--- src/rtl/pic_host_bus_master.sv ---
// CPU-side bus master for an 8259-style PIC. It runs the ICW/OCW1
// initialisation sequence, performs single host reads and writes, and
// answers INT with a two-pulse INTA_ acknowledge that captures the vector.
module pic_host_bus_master #(
  parameter int STROBE_W = 2,
  parameter int GAP_W    = 2
) (
  input  logic       clk,
  input  logic       rst,
  input  logic       init_start,
  input  logic [7:0] icw1,
  input  logic [7:0] icw2,
  input  logic [7:0] icw3,
  input  logic [7:0] icw4,
  input  logic [7:0] ocw1,
  input  logic       req_valid,
  input  logic       req_write,
  input  logic       req_a0,
  input  logic [7:0] req_wdata,
  output logic       req_ack,
  output logic [7:0] req_rdata,
  input  logic       INT,
  input  logic [7:0] data_in,
  output logic [7:0] data_out,
  output logic       data_oe,
  output logic       WR_,
  output logic       RD_,
  output logic       A0,
  output logic       INTA_,
  output logic [7:0] vector,
  output logic       vector_valid,
  output logic       ready
);

  typedef enum logic [3:0] {
    UNINIT, W_SETUP, W_STROBE, W_HOLD, R_SETUP, R_STROBE, R_HOLD,
    READY, ACK1, ACK_GAP, ACK2, ACK_DONE
  } state_t;

  typedef enum logic [2:0] {
    STEP_ICW1, STEP_ICW2, STEP_ICW3, STEP_ICW4, STEP_OCW1
  } step_t;

  localparam logic [3:0] STROBE_LOAD = 4'(STROBE_W - 1);
  localparam logic [3:0] GAP_LOAD    = 4'(GAP_W - 1);

  state_t     r_state, w_next;
  step_t      r_step, w_step_nxt;
  logic [3:0] r_cnt;
  logic       r_init;
  logic       r_sngl, r_ic4;
  logic [7:0] r_icw2, r_icw3, r_icw4, r_ocw1;
  logic [7:0] r_a0_unused_guard;
  logic       r_a0;
  logic [7:0] r_wdata, r_rdata, r_vector;
  logic       r_armed;
  logic       w_start, w_cnt_zero, w_last_step;
  logic [7:0] w_step_data;

  assign w_start     = init_start && (r_state == UNINIT || r_state == READY);
  assign w_cnt_zero  = (r_cnt == '0);
  assign w_last_step = (r_step == STEP_OCW1);

  // Pick the next init step, skipping ICW3 in single mode and ICW4 when IC4=0
  always_comb begin
    w_step_nxt  = r_step;
    w_step_data = r_ocw1;
    case (r_step)
      STEP_ICW1: w_step_nxt = STEP_ICW2;
      STEP_ICW2: w_step_nxt = !r_sngl ? STEP_ICW3 : (r_ic4 ? STEP_ICW4 : STEP_OCW1);
      STEP_ICW3: w_step_nxt = r_ic4 ? STEP_ICW4 : STEP_OCW1;
      STEP_ICW4: w_step_nxt = STEP_OCW1;
      default:   w_step_nxt = STEP_OCW1;
    endcase
    case (w_step_nxt)
      STEP_ICW2: w_step_data = r_icw2;
      STEP_ICW3: w_step_data = r_icw3;
      STEP_ICW4: w_step_data = r_icw4;
      default:   w_step_data = r_ocw1;
    endcase
  end

  // Next-state logic
  always_comb begin
    w_next = r_state;
    case (r_state)
      UNINIT:   if (w_start) w_next = W_SETUP;
      READY: begin
        if (w_start)                w_next = W_SETUP;
        else if (INT && r_armed)    w_next = ACK1;
        else if (req_valid)         w_next = req_write ? W_SETUP : R_SETUP;
      end
      W_SETUP:  w_next = W_STROBE;
      W_STROBE: if (w_cnt_zero) w_next = W_HOLD;
      W_HOLD:   w_next = (r_init && !w_last_step) ? W_SETUP : READY;
      R_SETUP:  w_next = R_STROBE;
      R_STROBE: if (w_cnt_zero) w_next = R_HOLD;
      R_HOLD:   w_next = READY;
      ACK1:     if (w_cnt_zero) w_next = ACK_GAP;
      ACK_GAP:  if (w_cnt_zero) w_next = ACK2;
      ACK2:     if (w_cnt_zero) w_next = ACK_DONE;
      ACK_DONE: w_next = READY;
      default:  w_next = UNINIT;
    endcase
  end

  // State-decoded bus strobes and handshake pulses
  always_comb begin
    WR_          = 1'b1;
    RD_          = 1'b1;
    INTA_        = 1'b1;
    data_oe      = 1'b0;
    req_ack      = 1'b0;
    vector_valid = 1'b0;
    ready        = 1'b0;
    case (r_state)
      W_SETUP:  data_oe = 1'b1;
      W_STROBE: begin data_oe = 1'b1; WR_ = 1'b0; end
      W_HOLD:   begin data_oe = 1'b1; req_ack = !r_init; end
      R_STROBE: RD_ = 1'b0;
      R_HOLD:   req_ack = 1'b1;
      ACK1:     INTA_ = 1'b0;
      ACK2:     INTA_ = 1'b0;
      ACK_DONE: vector_valid = 1'b1;
      READY:    ready = 1'b1;
      default:  ;
    endcase
  end

  // State register
  always_ff @(posedge clk) begin
    if (rst) r_state <= UNINIT;
    else     r_state <= w_next;
  end

  // Strobe/gap down-counter, reloaded on every state change
  always_ff @(posedge clk) begin
    if (rst)                    r_cnt <= '0;
    else if (w_next != r_state) r_cnt <= (w_next == ACK_GAP) ? GAP_LOAD : STROBE_LOAD;
    else if (!w_cnt_zero)       r_cnt <= r_cnt - 4'd1;
  end

  // Config latch, init-step pointer, bus address/data and captured read/vector data
  always_ff @(posedge clk) begin
    if (rst) begin
      r_init   <= 1'b0;
      r_step   <= STEP_ICW1;
      r_sngl   <= 1'b0;
      r_ic4    <= 1'b0;
      r_icw2   <= '0;
      r_icw3   <= '0;
      r_icw4   <= '0;
      r_ocw1   <= '0;
      r_a0     <= 1'b0;
      r_wdata  <= '0;
      r_rdata  <= '0;
      r_vector <= '0;
    end else begin
      if (w_start) begin
        r_init  <= 1'b1;
        r_step  <= STEP_ICW1;
        r_sngl  <= icw1[1];
        r_ic4   <= icw1[0];
        r_icw2  <= icw2;
        r_icw3  <= icw3;
        r_icw4  <= icw4;
        r_ocw1  <= ocw1;
        r_a0    <= 1'b0;
        r_wdata <= icw1;
      end else if (r_state == READY && w_next == W_SETUP) begin
        r_a0    <= req_a0;
        r_wdata <= req_wdata;
      end else if (r_state == READY && w_next == R_SETUP) begin
        r_a0    <= req_a0;
      end else if (r_state == W_HOLD && r_init) begin
        if (w_last_step) begin
          r_init <= 1'b0;
        end else begin
          r_step  <= w_step_nxt;
          r_a0    <= 1'b1;
          r_wdata <= w_step_data;
        end
      end
      if (r_state == R_STROBE && w_cnt_zero) r_rdata  <= data_in;
      if (r_state == ACK2 && w_cnt_zero)     r_vector <= data_in;
    end
  end

  // Ack re-arm: cleared after an acknowledge, set once INT is seen low
  always_ff @(posedge clk) begin
    if (rst)                      r_armed <= 1'b0;
    else if (r_state == ACK_DONE) r_armed <= 1'b0;
    else if (!INT)                r_armed <= 1'b1;
  end

  assign r_a0_unused_guard = '0;
  assign A0        = r_a0;
  assign data_out  = r_wdata;
  assign req_rdata = r_rdata;
  assign vector    = r_vector;

endmodule

--- config.mk ---
export PLATFORM = sky130hd
export DESIGN_NAME = pic_host_bus_master
export DESIGN_NICKNAME = d
export VERILOG_FILES = /design/src/rtl/pic_host_bus_master.sv
export SDC_FILE = /design/constraint.sdc
export NUM_CORES = 1
export LEC_CHECK = 0
export ABC_CLOCK_PERIOD_IN_PS = 4600
export CAP_MARGIN = 15
export CORE_ASPECT_RATIO = 0.5
export CORE_MARGIN = 2
export CORE_UTILIZATION = 50
export CTS_BUF_LIST = sky130_fd_sc_hd__clkbuf_8
export DETAILED_ROUTE_END_ITERATION = 8
export GPL_TIMING_DRIVEN = 0
export MAX_ROUTING_LAYER = met4
export PLACE_DENSITY = 0.82
export REMOVE_ABC_BUFFERS = 1
export SLEW_MARGIN = 20
export SYNTH_ARGS = -nofsm -noshare
export SYNTH_HDL_FRONTEND = slang
export SYNTH_SLANG_ARGS = --single-unit
--- constraint.sdc ---
create_clock -name clk -period 4.6 [get_ports clk]
set_input_delay 0.46 -clock clk [delete_from_list [all_inputs] [get_ports clk]]
set_output_delay 0.46 -clock clk [all_outputs]
set_load 0.05 [all_outputs]
== Word level (Yosys, flattened, before mapping) ==
Cells that the tools add are included.
W data, S select, Z words.

* Add/sub/neg operators: 1
* Equal/unequal tests: 26
* Mux-type cells: 39
* Bitwise gates (word level): 3
* Reduce and logical (&&, ||, !) cells: 28

{| class="wikitable"
|+ Operators with widths
! operator !! number
|-
| $pmux W4 S11 || 1
|-
| $mux W8 || 5
|-
| $mux W4 || 9
|-
| $pmux W8 S3 || 1
|-
| $eq A4 B3 Y1 const B || 5
|-
| $mux W1 || 17
|-
| $eq A4 B4 Y1 const B || 4
|-
| $mux W3 || 4
|-
| $reduce_or A2 Y1 || 5
|-
| $eq A3 B2 Y1 const B || 3
|-
| $pmux W3 S3 || 1
|-
| $eq A4 B1 Y1 const B || 2
|-
| $eq A4 B2 Y1 const B || 2
|-
| $logic_and A1 B1 Y1 || 8
|-
| $logic_not A4 Y1 || 2
|-
| $reduce_and A4 Y1 || 2
|-
| $eq A3 B1 Y1 const B || 2
|-
| $reduce_bool A3 Y1 || 2
|-
| $ne A2 B2 Y1 const B || 2
|-
| $ne A4 B4 Y1 || 1
|-
| $reduce_bool A2 Y1 || 2
|-
| $sub A4 B1 Y4 const B || 1
|-
| $eq A3 B3 Y1 const B || 1
|-
| $logic_not A3 Y1 || 1
|-
| other kinds (11) || 14
|}

* Register bits: 72
* Word-level logic and storage cells: 113

== Depth between registers and ports, before layout ==
* Depth in word-level cells: 10
* Gate-level depth with buffers: 8
* Gate-level depth less buffers: 8

== Least setup slack after synthesis ==
Ideal clock, no wire load.

* Path type: register to output
* From: register r_state[2]
* To: output req_ack
* Data arrival time: 1.853 ns
* Slack: 2.287 ns
* Stages on the path, launching flop included: 6
* Buffers on the path: 1
* Cell sequence: dfxtp_1 buf_4 nand2b_1 nor2_1 a21oi_1 nor3_1

* Cells in the longest elaborated chain, start to end: 2
* Elaborated cells between the ends (all ways): 3
* Those cells by class: eq/ne (2); mux (1)

{| class="wikitable"
|+ Ends and longest elaborated chain
! item !! line !! text
|-
| start: declaration || 47 || <nowiki>state_t r_state, w_next;</nowiki>
|-
| start signal: assignment || 133 || <nowiki>else r_state <= w_next;</nowiki>
|-
| $eq A4 B3 Y1 / $eq A4 B2 Y1 (equally long branches) || 116 || <nowiki>case (r_state)</nowiki>
|-
| $pmux W1 S2 (*) || 116 ||
|-
| end: declaration || 20 || <nowiki>output logic req_ack,</nowiki>
|}

Every way passes the cells marked *; elsewhere a longest branch is shown, timed or not.

== Worst setup path in the final report ==
* From: register r_state[0]
* To: output req_ack

The elaborated chain is that of the path after synthesis.

==> out/results.txt <==
CP startpoint = r_state[0]
Clock H-tree levels = 3
sequential area share after synthesis = 39.9%
Final ANT Viol Nets = 0
area leader, netlist = dfxtp_1
Worst-Margin Slew = 0.837 ns
worst r2r src = r_state[0]
WL final = 8.71 mm
Tcrit/Tclk final = 61.3%
vias in the first global route = 3,044
crit path capture = req_ack
initial antenna violation count = 0
Max VDD drop = 0.202 mV
Initial Util = 52.9%
Die ar. = 7970 sq um
Post-Layout Inst Area = 4750 sq um
Clock transition at path regs = 0.07 ns
clock root buffer = clkbuf_8
layout cells sized above 1 = 9.32%
routability cong. = 0.885
Synth Flop Type = dfxtp_1
status = finished, final reports clean
number of CTS-inserted buffers = 9
WP data arrival = 2.36 ns
# IOs = 95
# rows = 21
Vias per Instance = 5.46
fmax = 354 MHz
# nets final = 574
Tightest Hold Check Type = reg -> reg
Syn Inst Count = 431
Worst Path Class, Setup = reg -> out
Max-Cap Viols = 0
post-CTS resize count = 0
skew final = 0.00661 ns
Yosys warnings = 0
DP Wirelength = 6.10 mm
number of post-CTS setup repair buffers = 0
DP Area = 4540 sq um
DRT Pass-1 Iters = 5
RSZ-0062 raised after global routing = no
Diodes inserted = 0
first-pass GRT wire length = 14.4 mm
area delta synth->final = 31.5%
Filler Cell Count = 590
r2r setup slk = 2.07 ns
Worst slew margin = 43.9%
pin count of the biggest net entering global routing = 68
Die X = 124 microns
DRC = 0
final setup fails = 0
CP startpoint kind = register
Avg WL per Cell = 14.3 microns
FF-to-FF path depth = 6
Slew Viols, Final = 0
RR Endpoint = data_out[4]
clock sinks = 72
FF+latch count, synth = 72
Mapped Area = 3620 sq um
Setup TNS Final = 0 ns
critical path peak fanout = 14
clock insertion delay at the later pin of the skew report = 0.36 ns
Post-synth EDFFs = 0
Tot GR Track Use = 23.1%
share of the synthesized area in the top cell type = 39.9%
WP data required = 4.14 ns
Multi-input gate area = 2010 sq um
Tmin final = 2.82 ns
Power per Cell Area = 383 nW/um^2
Post-CTS Hold Buffers = 0
clock tree buffer depth = 2
LEAKAGE = 0.00186 uW
Sequential Area = 1440 sq um
async set or reset register ratio after synthesis = 0%
total grt overflow = 0
syn_area_per_cell = 8.39 sq um
port bufs = 94
chip height = 64.1 microns
Area contributors post-synth = dfxtp_1 40%, nand2_1 9.1%, a21oi_1 7.6%
CP endpoint kind = primary output
core box area = 6830 sq um
Synth cell types = 62
Final Hold Viols = 0
CTS tree = done
1st-iter DRT viols = 249
routed vias = 3,314
## power breakdown
group	total (uW)	switching [uW]	internal, uW
logic	614	355	260
clock network	461	226	235
registers	746	56.6	689
## through the flow
step           setup slack, ns  utilization (%)  instances  total power (uW)  hold slack [ns]
6_report                  1.78             69.6        607              1820            0.457
5_1_grt                   1.63             69.6        607              1920            0.473
4_1_cts                   1.76             69.2        606              1820            0.459
3_5_place_dp              1.64             66.5        590              1360            0.447
3_3_place_gp             0.572             66.5        590              1350            0.443
2_1_floorplan             2.21                -        404              1170            0.430
## registers in the layout (all words and copies together) (netlist names)
signal and count:
data_out 8, r_icw2 8, r_icw3 8, r_icw4 8
r_ocw1 8, req_rdata 8, vector 8, r_cnt 4
r_state 4, r_step 3, A0 1, r_armed 1
r_ic4 1, r_init 1, r_sngl 1
## Yosys cell counts, drive strengths merged, types with 9 or more instances
master and instances:
a21oi 56, o211ai 9, nand2b 11, nor3 10, o21ai 10, nand3 11, buf 16, inv 10
nand3b 10, nand2 89, dfxtp 72, clkbuf 11, mux2i 18, nor2 26
## worst max-delay path, cell delays in order, from the launching register on
cell and delay (ns):
dfxtp_1 0.63, nand2b_1 0.19, nor2_1 0.12, a21oi_1 0.05, nor3_1 0.17, clkdlybuf4s50_1 0.84
## layout make-up
cell class / instances / area share [%]
inverters: 10 / 0.789
repair buffers: 95 / 20.3
clock inverters: 4 / 0.421
multi-input cells: 322 / 42.3
clock buffers: 12 / 3.47
well taps: 92 / 2.42
flip-flops and latches: 72 / 30.3
## per-layer routing
metal / track usage, % / share of wire, %
met1: 28.7 / 46
met2: 37.4 / 48
met3: 4.86 / 4.5
met4: 9.41 / 1.9
met5: - / 0
## placed cells by master (no fill, tap or decap), drive strengths merged, types with 4 or more instances in the layout
cell type | synthesis | layout
clkdlybuf4s50 | 0 | 93
nand2 | 89 | 89
dfxtp | 72 | 72
a21oi | 56 | 56
nor2 | 26 | 26
mux2i | 18 | 18
inv | 10 | 12
clkbuf | 11 | 12
nand3 | 11 | 11
nand2b | 11 | 11
nor3 | 10 | 10
nand3b | 10 | 10
o21ai | 10 | 10
o211ai | 9 | 9
a221oi | 6 | 6
o221ai | 6 | 6
a21o | 5 | 5
and2 | 5 | 5
nor2b | 5 | 5
o21a | 5 | 5
o31ai | 5 | 5
a211oi | 4 | 4
## logic make-up (layout without fill, tap and decap cells)
family	after synthesis	in the layout	synth area share (%)
DFF	72	72	39.9
buffers and inverters	37	121	4.60
and+or+nand+nor	180	180	24.9
xor gates and xnor gates	3	3	0.934
AOI/OAI and AO/OA	120	120	24.3
adders and majority gates	1	1	0.346
muxes	18	18	4.98
## worst min-delay path by stage
stage	startpoint	to	slack (ns)	cells after the start
after CTS	r_ocw1[3]	r_ocw1[3]	0.46	2
after global placement	r_icw4[5]	r_icw4[5]	0.44	2
after global routing	r_icw3[6]	r_icw3[6]	0.47	2
after detailed placement	r_icw4[6]	r_icw4[6]	0.45	2
after floorplan	r_icw4[0]	r_icw4[0]	0.43	2
final	r_ocw1[3]	r_ocw1[3]	0.46	2
No activity file was read; power rests on OpenSTA's default activity.
